`src/rtl/sid_sd_dac.sv`:
```
// Second-order delta-sigma DAC for the two 12-bit SID/PSG streams, with routing, shift attenuation and a soft mute ramp.
// The output changes only on a modulator tick; a captured sample reaches pdm_out within 2 ticks.
module sid_sd_dac #(
  parameter int DIV = 4,
  parameter int IW  = 16
) (
  input  logic        clk,
  input  logic        rst_n,
  input  logic [11:0] sample_in_1,
  input  logic [11:0] sample_in_2,
  input  logic        sample_ready,
  input  logic        en,
  input  logic [1:0]  mix_mode,
  input  logic [2:0]  atten,
  input  logic        mute,
  input  logic        overrun_clr,
  output logic        pdm_out_1,
  output logic        pdm_out_2,
  output logic        overrun,
  output logic        ramp_done
);

  localparam int CW = (DIV > 1) ? $clog2(DIV) : 1;
  localparam int AW = IW + 2;
  localparam logic [CW-1:0]        CTR_MAX = CW'(DIV - 1);
  localparam logic signed [AW-1:0] SAT_HI  = AW'((2 ** (IW - 1)) - 1);
  localparam logic signed [AW-1:0] SAT_LO  = -SAT_HI;
  localparam logic signed [AW-1:0] FB      = AW'(2048);
  localparam logic signed [11:0]   CLIP    = 12'sd1536;

  logic [CW-1:0]        div_ctr;
  logic                 tick;
  logic [11:0]          pending_1, pending_2, active_1, active_2;
  logic                 pending_valid;
  logic [8:0]           ramp, ramp_nxt;
  logic signed [IW-1:0] i1_1, i2_1, i1_2, i2_2;
  logic signed [IW-1:0] i1_1n, i2_1n, i1_2n, i2_2n;
  logic signed [11:0]   x1, x2, avg, m1, m2, a1, a2, sr1, sr2, s1, s2;
  logic signed [12:0]   sum13;
  logic signed [21:0]   p1, p2;
  logic signed [AW-1:0] fb1, fb2;

  function automatic logic signed [IW-1:0] sat(input logic signed [AW-1:0] v);
    logic signed [AW-1:0] c;
    c = (v > SAT_HI) ? SAT_HI : (v < SAT_LO) ? SAT_LO : v;
    return IW'(c);
  endfunction

  function automatic logic signed [AW-1:0] ext(input logic signed [IW-1:0] v);
    return $signed({{2{v[IW-1]}}, v});
  endfunction

  function automatic logic signed [AW-1:0] ext12(input logic signed [11:0] v);
    return $signed({{(AW-12){v[11]}}, v});
  endfunction

  assign tick = en && (div_ctr == CTR_MAX);

  // Offset binary to two's complement is just an MSB flip.
  assign x1    = $signed({~active_1[11], active_1[10:0]});
  assign x2    = $signed({~active_2[11], active_2[10:0]});
  assign sum13 = $signed({x1[11], x1}) + $signed({x2[11], x2});
  assign avg   = 12'(sum13 >>> 1);

  always_comb begin
    m1 = x1;
    m2 = x2;
    case (mix_mode)
      2'd1: begin m1 = avg; m2 = avg; end
      2'd2: begin m1 = x2;  m2 = x1;  end
      2'd3: begin m2 = x1; end
      default: ;
    endcase
  end

  assign a1  = m1 >>> atten;
  assign a2  = m2 >>> atten;
  assign p1  = $signed({{10{a1[11]}}, a1}) * $signed({13'd0, ramp});
  assign p2  = $signed({{10{a2[11]}}, a2}) * $signed({13'd0, ramp});
  assign sr1 = 12'(p1 >>> 8);
  assign sr2 = 12'(p2 >>> 8);
  // Keep the modulator input inside its stable range (12.5%..87.5% density).
  assign s1  = (sr1 > CLIP) ? CLIP : (sr1 < -CLIP) ? -CLIP : sr1;
  assign s2  = (sr2 > CLIP) ? CLIP : (sr2 < -CLIP) ? -CLIP : sr2;

  always_comb begin
    fb1   = pdm_out_1 ? FB : -FB;
    fb2   = pdm_out_2 ? FB : -FB;
    i1_1n = sat(ext(i1_1) + ext12(s1) - fb1);
    i2_1n = sat(ext(i2_1) + ext(i1_1n) - fb1);
    i1_2n = sat(ext(i1_2) + ext12(s2) - fb2);
    i2_2n = sat(ext(i2_2) + ext(i1_2n) - fb2);
  end

  always_comb begin
    ramp_nxt = ramp;
    if (tick) begin
      if (!mute && ramp != 9'd256)    ramp_nxt = ramp + 9'd1;
      else if (mute && ramp != 9'd0)  ramp_nxt = ramp - 9'd1;
    end
  end

  always_ff @(posedge clk or negedge rst_n) begin
    if (!rst_n) begin
      div_ctr       <= '0;
      pending_1     <= 12'h800;
      pending_2     <= 12'h800;
      active_1      <= 12'h800;
      active_2      <= 12'h800;
      pending_valid <= 1'b0;
      ramp          <= 9'd0;
      ramp_done     <= 1'b0;
      overrun       <= 1'b0;
      i1_1 <= '0; i2_1 <= '0; i1_2 <= '0; i2_2 <= '0;
      pdm_out_1     <= 1'b0;
      pdm_out_2     <= 1'b0;
    end else begin
      if (!en || tick) div_ctr <= '0;
      else             div_ctr <= div_ctr + CW'(1);

      // A tick drains the old pending sample before a same-cycle capture refills it.
      if (tick && pending_valid) begin
        active_1 <= pending_1;
        active_2 <= pending_2;
      end
      if (sample_ready) begin
        pending_1     <= sample_in_1;
        pending_2     <= sample_in_2;
        pending_valid <= 1'b1;
      end else if (tick) begin
        pending_valid <= 1'b0;
      end

      if (overrun_clr)                                 overrun <= 1'b0;
      else if (sample_ready && pending_valid && !tick) overrun <= 1'b1;

      ramp      <= ramp_nxt;
      ramp_done <= mute ? (ramp_nxt == 9'd0) : (ramp_nxt == 9'd256);

      if (!en) begin
        i1_1 <= '0; i2_1 <= '0; i1_2 <= '0; i2_2 <= '0;
        pdm_out_1 <= 1'b0;
        pdm_out_2 <= 1'b0;
      end else if (tick) begin
        i1_1 <= i1_1n; i2_1 <= i2_1n;
        i1_2 <= i1_2n; i2_2 <= i2_2n;
        pdm_out_1 <= ~i2_1n[IW-1];
        pdm_out_2 <= ~i2_2n[IW-1];
      end
    end
  end

endmodule

```
`config.mk`:
```
export PLATFORM = sky130hd
export DESIGN_NAME = sid_sd_dac
export DESIGN_NICKNAME = d
export VERILOG_FILES = /design/src/rtl/sid_sd_dac.sv
export SDC_FILE = /design/constraint.sdc
export NUM_CORES = 1
export LEC_CHECK = 0
export ABC_CLOCK_PERIOD_IN_PS = 21000
export CAP_MARGIN = 20
export CORE_MARGIN = 8
export CORE_UTILIZATION = 50
export DETAILED_ROUTE_END_ITERATION = 10
export HOLD_SLACK_MARGIN = 0.02
export PLACE_DENSITY = 0.65
export SLEW_MARGIN = 20
export SYNTH_ARGS = -nofsm -noshare
export SYNTH_HDL_FRONTEND = slang
export SYNTH_SLANG_ARGS = --single-unit
```
`constraint.sdc`:
```
create_clock -name clk -period 21 [get_ports clk]
set_input_delay 4.2 -clock clk [delete_from_list [all_inputs] [get_ports clk]]
set_output_delay 4.2 -clock clk [all_outputs]
set_load 0.02 [all_outputs]
```
==> results of run 1 <==
[Yosys cell counts (8+ instances only)]
library cell | number | area share, %
inv_1 | 419 | 7.7
ha_1 | 214 | 13
fa_1 | 189 | 18
nand2_1 | 175 | 3.2
a21oi_1 | 131 | 3.2
dfrtp_1 | 124 | 15
nor2_1 | 119 | 2.2
and2_1 | 106 | 3.2
clkbuf_1 | 77 | 1.4
xnor2_1 | 75 | 3.2
o21ai_0 | 64 | 1.6
mux2_2 | 55 | 3.0
nor3_1 | 46 | 1.1
a221o_1 | 45 | 2.2
nor2b_1 | 40 | 1.2
nand3_1 | 36 | 0.88
a211oi_1 | 34 | 1.2
nand2b_1 | 34 | 1.0
a21o_1 | 33 | 1.2
and3_1 | 30 | 0.91
xor2_1 | 27 | 1.2
o21a_1 | 24 | 0.88
or3_1 | 22 | 0.67
a31oi_1 | 17 | 0.52
mux2i_1 | 17 | 0.83
nor4_1 | 14 | 0.43
o211ai_1 | 14 | 0.51
or2_2 | 14 | 0.43
o21ai_1 | 13 | 0.32
a22oi_1 | 12 | 0.44
o31ai_1 | 12 | 0.44
a22o_1 | 10 | 0.43
nand4_1 | 9 | 0.27
a221oi_1 | 8 | 0.34
buf_2 | 8 | 0.19
o21bai_1 | 8 | 0.29
[worst max-delay path by stage]
stage / depth (start not counted) / to / from / slack (ns)
floorplan: 60 / i2_2[11] / mix_mode[0] / 2.84
global placement: 59 / i2_2[3] / mix_mode[0] / 1.15
detailed placement: 60 / i2_2[7] / mix_mode[0] / 0.79
CTS: 60 / i2_2[2] / mix_mode[0] / 1.25
global route: 61 / i2_2[4] / mix_mode[0] / 0.009
finish: 60 / i2_2[4] / mix_mode[0] / 1.08
[state kept, by name (all words and copies together), names as in the netlist]
signal	flops
i2_2	16
i2_1	16
pending_1	12
active_2	12
pending_valid	1
i1_2	16
active_1	12
pending_2	12
div_ctr	2
overrun	1
ramp_done	1
pdm_out_2	1
i1_1	16
ramp	9
pdm_out_1	1
[cells by family (layout without fill, tap and decap cells)]
kind of cell	count (synthesis)	count (layout)	share of synthesized area [%]
AOI/OAI and AO/OA	516	516	17.9
xor gates and xnor gates	102	102	4.35
adders and majority gates	403	403	31.4
DFF	128	128	15.6
and+or+nand+nor	683	683	17.1
buffers and inverters	511	521	9.42
muxes	76	76	4.28
[metrics by stage]
stage	cell area, µm²	worst slack (ns)	std cells	utilization (%)
after floorplan	20600	2.84	2419	-
after global placement	21500	1.15	2929	52.7
after detailed placement	21500	0.794	2929	52.7
after CTS	22100	1.25	2961	54.2
after global routing	22100	0.00926	2961	54.2
final	22100	1.08	2961	54.2
[final cells by class]
cell class | count | area (µm²)
fill | 3844 | 18700
multi-input combinational | 1780 | 15400
sequential | 128 | 3210
inverter | 422 | 1580
tap | 532 | 666
timing repair buffer | 67 | 594
clock buffer | 17 | 425
clock inverter | 15 | 168
[layer usage]
metal | GRT usage, % | vias to the layer above | routed length (µm)
met5 | 0 | - | 0
met4 | 6.81 | 0 | 1240
met3 | 2.09 | 75 | 2120
met2 | 36.4 | 368 | 24100
met1 | 29.2 | 8426 | 23000
li1 | - | 8187 | -
==> out/qor.txt, run 1 <==
hold path depth -> 1
Iter 0 DRT Violations -> 887
Sum Neg Setup Slack -> 0 ns
R2R Path End -> i2_2[4]
clock root buffer -> clkbuf_16
layout cells sized above 1 -> 6.92%
critical path peak fanout -> 14
CTS tree -> built
overall die height -> 219 µm
CTS hold repair buffers -> 0
number of global-route vias before repair -> 17,500
NumNets Final -> 2,854
I/O pin count -> 39
Final Hold Vio Count -> 0
Syn. warnings -> 0
hpwl dp -> 40,400 µm
most frequent cells in the layout -> inv_1, ha_1, fa_1
synth unique cells -> 93
largest net degree at the start of global routing -> 67
first-pass GRT wire length -> 86,200 µm
DR vias/cell -> 5.76
WL final -> 50,400 µm
die area -> 47,900 µm²
WL per Instance -> 17.0 µm
final cycle utilization of the critical path -> 94.8%
Crit-path slowest cell -> a2111oi_0
Mapped Area -> 20,600 µm²
Worst Reg-to-Reg Cells -> 62
TritonCTS buffer count -> 17
Min Hold Slack -> 0.443 ns
initial antenna violation count -> 0
status -> completed
Remaining DRCs -> 0
Tightest Hold Check Type -> flip-flop to flip-flop
CTS max path bufs -> 2
clk sink count -> 128
grt ovf -> 0
Core Box Area -> 40,700 µm²
Detailed Routing Iterations Pass 1 -> 5
Hold Path End -> div_ctr[0]
# rows -> 74
Die X -> 219 µm
Syn Inst Count -> 2,419
Seq cells post-synth -> 128
reg-to-reg slack, setup -> 4.19 ns
Area growth syn-to-layout -> 7.38%
commonest non-fill, non-tap cell in the layout -> inv_1
hold wc startpoint -> div_ctr[0]
syn_area_per_cell -> 8.50 µm²
post-synthesis sequential area ratio -> 15.6%
# diodes -> 0
Final Setup Violations -> 0
CP Data Arrival Time -> 20.23 ns
clock period minus final worst setup slack -> 19.92 ns
post-CTS resize count -> 0
RSZ-0062 raised after global routing -> no
R2R Path Start -> active_1[5]
Bufs and invs on worst path -> 8
Post-synth EDFFs -> 0
Async SR Flop Fraction -> 100%
GRT Util Overall -> 21.6%
Worst setup SP type -> primary input
Starting Density -> 50.5%
Worst Tran Pin Value -> 1.04 ns
worst skew pair latency -> 0.43 ns
Worst slew margin -> 30.6%
Worst Skew -> 0.0136 ns
crit end category -> flip-flop
CTS H-tree depth -> 4
post-CTS setup buffer count -> 0
gpl congestion -> 0.915
Critical Path Max Stage Delay -> 0.62 ns
Clk pin slew, worst setup/hold paths -> 0.07 ns
Worst Path Required -> 21.31 ns
Top FF cell, synth -> dfrtp_1
Pins Over Slew Limit -> 0
PortBufs -> 38
antenna viol nets, final -> 0
kind of critical path -> primary input to flip-flop
syn nets -> 2,857
Via Count -> 17,100
f_max -> 50.2 MHz
max_cap viols -> 0
delay-heaviest family, CP -> compound AO/OA/AOI/OAI gates
Power of run 1 is not shown: default switching activity piles up to over one toggle a cycle in this logic, so the estimate is an artifact.
==> run 2, diff against run 1 <==
Settings changed: CAP_MARGIN 20 to 30.
==> run 2 against run 1 <==
Worst setup slack better by 0.13 ns. Sequential share of layout area is 0.066 points lower. Count of clock-buffer cells in the layout is 1 higher. First-iteration DRC count is 9.2% higher. Register-to-register slack better by 0.07 ns. Die area stayed put. Clock skew hardly changed. Non-clock buffer count is 7 higher. Via count hardly changed. Global-route usage is 0.29 points higher. Sequential cell count stayed put. Critical endpoint unchanged. Largest cell class unchanged. Highest routed layer is now met5.
==> out/qor.txt, run 2 (synthesis results as in run 1) <==
CTS H-tree depth -> 4
overall die height -> 219 µm
clk sink count -> 128
fillcell total -> 3,747
gpl congestion -> 0.915
Final Setup Violations -> 0
Detailed Routing Iterations Pass 1 -> 5
commonest non-fill, non-tap cell in the layout -> inv_1
WL final -> 50,500 µm
reg-to-reg slack, setup -> 4.26 ns
Via Count -> 17,100
CTS hold repair buffers -> 0
Worst Tran Pin Value -> 0.941 ns
post-CTS setup buffer count -> 0
Area growth syn-to-layout -> 7.88%
final cycle utilization of the critical path -> 94.2%
CTS tree -> built
most frequent cells in the layout -> inv_1, ha_1, fa_1
Clk pin slew, worst setup/hold paths -> 0.06 ns
status -> completed
DR vias/cell -> 5.75
f_max -> 50.5 MHz
grt ovf -> 0
PortBufs -> 38
I/O pin count -> 39
Pins Over Slew Limit -> 0
worst skew pair latency -> 0.45 ns
clock root buffer -> clkbuf_16
antenna viol nets, final -> 0
post-CTS resize count -> 0
Worst Path Required -> 21.32 ns
Worst Skew -> 0.0134 ns
NumNets Final -> 2,861
initial antenna violation count -> 1
clock period minus final worst setup slack -> 19.79 ns
crit end category -> flip-flop
number of global-route vias before repair -> 17,600
CP Data Arrival Time -> 20.11 ns
max_cap viols -> 0
hpwl dp -> 40,500 µm
# diodes -> 0
Iter 0 DRT Violations -> 969
die area -> 47,900 µm²
Sum Neg Setup Slack -> 0 ns
RSZ-0062 raised after global routing -> no
largest net degree at the start of global routing -> 67
Remaining DRCs -> 0
WL per Instance -> 17.0 µm
first-pass GRT wire length -> 87,100 µm
Final Hold Vio Count -> 0
layout cells sized above 1 -> 7.10%
# rows -> 74
critical path peak fanout -> 14
Starting Density -> 50.5%
Worst setup SP type -> primary input
Core Box Area -> 40,700 µm²
Worst slew margin -> 37.3%
Crit-path slowest cell -> a2111oi_0
kind of critical path -> primary input to flip-flop
TritonCTS buffer count -> 17
CTS max path bufs -> 2
Tightest Hold Check Type -> flip-flop to flip-flop
Critical Path Max Stage Delay -> 0.63 ns
GRT Util Overall -> 21.9%
Die X -> 219 µm
-- run 2: cell types whose count changed in the layout (fill, tap and decap cells not counted), moves of 2 or more --
| cell | before | now |
|---|---|---|
| clkinv_2 | 0 | 3 |
| buf_16 | 0 | 2 |
| clkinvlp_4 | 4 | 0 |
| inv_8 | 5 | 0 |
| clkinv_4 | 1 | 5 |
| buf_4 | 29 | 31 |
| clkbuf_4 | 0 | 2 |
-- run 2: area by class of cell --
cell class	count	area [µm²]	share of cell area [%]
Clock buffer	18	439	1.98
Clock inverter	14	154	0.694
Inverter	422	1580	7.14
Multi-Input combinational cell	1780	15400	69.6
Sequential cell	128	3210	14.5
Tap cell	532	666	3.00
Timing Repair Buffer	74	699	3.15
-- run 2: metrics by stage --
step / instances / hold slack [ns] / instance area [µm²] / utilization (%) / setup WS (ns)
final: 2968 / 0.441 / 22200 / 54.4 / 1.21
after global routing: 2968 / 0.466 / 22200 / 54.4 / 0.101
after CTS: 2964 / 0.440 / 22100 / 54.3 / 1.26
after detailed placement: 2932 / 0.433 / 21500 / 52.9 / 0.810
after global placement: 2929 / 0.427 / 21500 / 52.7 / 1.15
after floorplan: 2419 / 0.415 / 20600 / - / 2.84
-- run 2: final timing paths --
kind,start,to,cells past startpoint
setup / recovery,mix_mode[0],i2_2[4],61
hold / removal,div_ctr[0],div_ctr[0],1
setup reg to reg,active_2[5],i2_2[4],63
hold reg to reg,div_ctr[0],div_ctr[0],1
max in group asynchronous,rst_n,i1_2[4],3
min in group asynchronous,rst_n,i2_1[7],1
-- run 2: worst max-delay path, delay by kind of cell --
family,cells,cell delay (ns)
mux,1,0.35
buf+inv,9,1.11
xor+xnor,2,0.32
simple gates,16,4.10
fa+ha+maj,11,4.47
compound gates,22,5.56
-- run 2: metal layers --
layer / global-route usage [%] / wire length (µm)
met5: 0 / 13
met4: 6.27 / 964
met3: 2.35 / 2010
met2: 37.3 / 24300
met1: 29.3 / 23300
Power of run 2 is left out for the same reason.
==> run 3, diff against run 2 <==
Settings changed: CTS_BUF_LIST set to sky130_fd_sc_hd__clkbuf_4 sky130_fd_sc_hd__clkbuf_8, DONT_BUFFER_PORTS set to 1, PLACE_DENSITY 0.65 to 0.64.
==> run 3 against run 2 <==
Critical path depth fell by 2. Sequential cell count did not move. Worst setup slack improved by 0.20 ns. Wire length fell by 1.4%. First-iteration DRC count fell by 3.1%. Count of clock-buffer cells in the layout rose by 2. Die area did not move. Final cell count fell by 1.8%. Design area fell by 3.3%. Global-route usage fell by 0.20 points. Critical path type unchanged. Largest cell class unchanged.
==> out/qor.txt, run 3 (synthesis results as in run 1) <==
status -> completed
gpl congestion -> 0.876
first-pass GRT wire length -> 86,100 µm
CTS H-tree depth -> 4
Sum Neg Setup Slack -> 0 ns
TritonCTS buffer count -> 17
reg-to-reg slack, setup -> 4.10 ns
final cycle utilization of the critical path -> 93.3%
initial antenna violation count -> 0
Starting Density -> 50.5%
CTS max path bufs -> 2
Pins Over Slew Limit -> 0
Detailed Routing Iterations Pass 1 -> 5
R2R Path Start -> active_2[5]
most frequent cells in the layout -> inv_1, ha_1, fa_1
# rows -> 74
number of global-route vias before repair -> 17,200
hpwl dp -> 39,800 µm
kind of critical path -> primary input to flip-flop
Crit-path slowest cell -> ha_1
Worst Reg-to-Reg Cells -> 62
clock root buffer -> clkbuf_8
Iter 0 DRT Violations -> 939
PortBufs -> 0
Worst setup SP type -> primary input
Core Box Area -> 40,700 µm²
overall die height -> 219 µm
RSZ-0062 raised after global routing -> no
CP most frequent cell -> inv_1
Final Hold Vio Count -> 0
Final Setup Violations -> 0
largest net degree at the start of global routing -> 129
max_cap viols -> 0
layout cells sized above 1 -> 6.59%
Tightest Hold Check Type -> flip-flop to flip-flop
Area growth syn-to-layout -> 4.29%
clock period minus final worst setup slack -> 19.59 ns
R2R Path End -> i2_2[2]
Worst Path Required -> 21.39 ns
Die X -> 219 µm
CP Data Arrival Time -> 19.98 ns
hold wc startpoint -> div_ctr[0]
Worst slew margin -> 37.2%
worst skew pair latency -> 0.51 ns
die area -> 47,900 µm²
DR vias/cell -> 5.77
Hold Path End -> div_ctr[0]
Critical Path Max Stage Delay -> 0.69 ns
GRT Util Overall -> 21.7%
grt ovf -> 0
f_max -> 51.0 MHz
# diodes -> 0
NumNets Final -> 2,809
clk sink count -> 128
Worst Tran Pin Value -> 0.915 ns
crit end category -> flip-flop
Via Count -> 16,800
CTS hold repair buffers -> 0
Worst Skew -> 0.0230 ns
crit path from -> mix_mode[0]
antenna viol nets, final -> 0
Clk pin slew, worst setup/hold paths -> 0.09 ns
hold path depth -> 1
WL per Instance -> 17.1 µm
critical path peak fanout -> 23
WL final -> 49,800 µm
I/O pin count -> 39
Remaining DRCs -> 0
CTS tree -> built
commonest non-fill, non-tap cell in the layout -> inv_1
run 3: cell types whose count changed in the layout (fill, tap and decap cells not counted), moves of 4 or more:
cell / previous run / this run
clkbuf_8: 1 / 20
clkinvlp_4: 0 / 4
buf_4: 31 / 18
clkdlybuf4s50_1: 37 / 0
clkbuf_16: 17 / 0
run 3: metrics by stage:
stage	worst slack, ns	cell area, µm²	util [%]	cells	hold slack [ns]
after floorplan	2.84	20600	-	2419	0.415
after global placement	1.14	21000	51.6	2880	0.426
after detailed placement	0.761	21000	51.6	2880	0.434
after CTS	1.28	21400	52.5	2911	0.445
after global routing	0.240	21400	52.6	2915	0.468
final	1.41	21400	52.6	2915	0.446
run 3: area by class of cell:
class	instances	area, µm²
clock inverter	11	83.8
fill	3867	19300
timing repair buffer	22	188
clock buffer	20	275
sequential	128	3210
multi-input combinational	1780	15400
inverter	422	1580
tap	532	666
run 3: what timing repair did:
action                                  CTS  global route
resized for setup                         0             1
endpoints found under the setup margin    0            10
setup buffers                             0             0
run 3: how the worst max path moves through the flow:
| stage | to | depth (start not counted) | slack [ns] |
|---|---|---|---|
| final | i2_2[2] | 59 | 1.41 |
| after global routing | i2_2[7] | 60 | 0.24 |
| after CTS | i2_2[2] | 58 | 1.28 |
| after detailed placement | i2_2[2] | 58 | 0.76 |
| after global placement | i2_2[2] | 58 | 1.14 |
| after floorplan | i2_2[11] | 60 | 2.84 |
run 3: routing by layer:
layer	part of all wire, %	vias to the layer above	GRT usage, %
met5	0	-	0
met4	2.3	0	6.41
met3	4.6	71	3.33
met2	48	381	35.8
met1	45	8267	29.3
li1	-	8104	-
run 3: worst max-delay path, delay by kind of cell:
| family | cells | cell delay, ns |
|---|---|---|
| adders and majority gates | 11 | 4.77 |
| and+or+nand+nor | 11 | 2.51 |
| AOI/OAI and AO/OA | 25 | 6.90 |
| muxes | 1 | 0.35 |
| xor gates and xnor gates | 2 | 0.32 |
| buffers and inverters | 9 | 0.89 |
Power of run 3 is left out for the same reason.
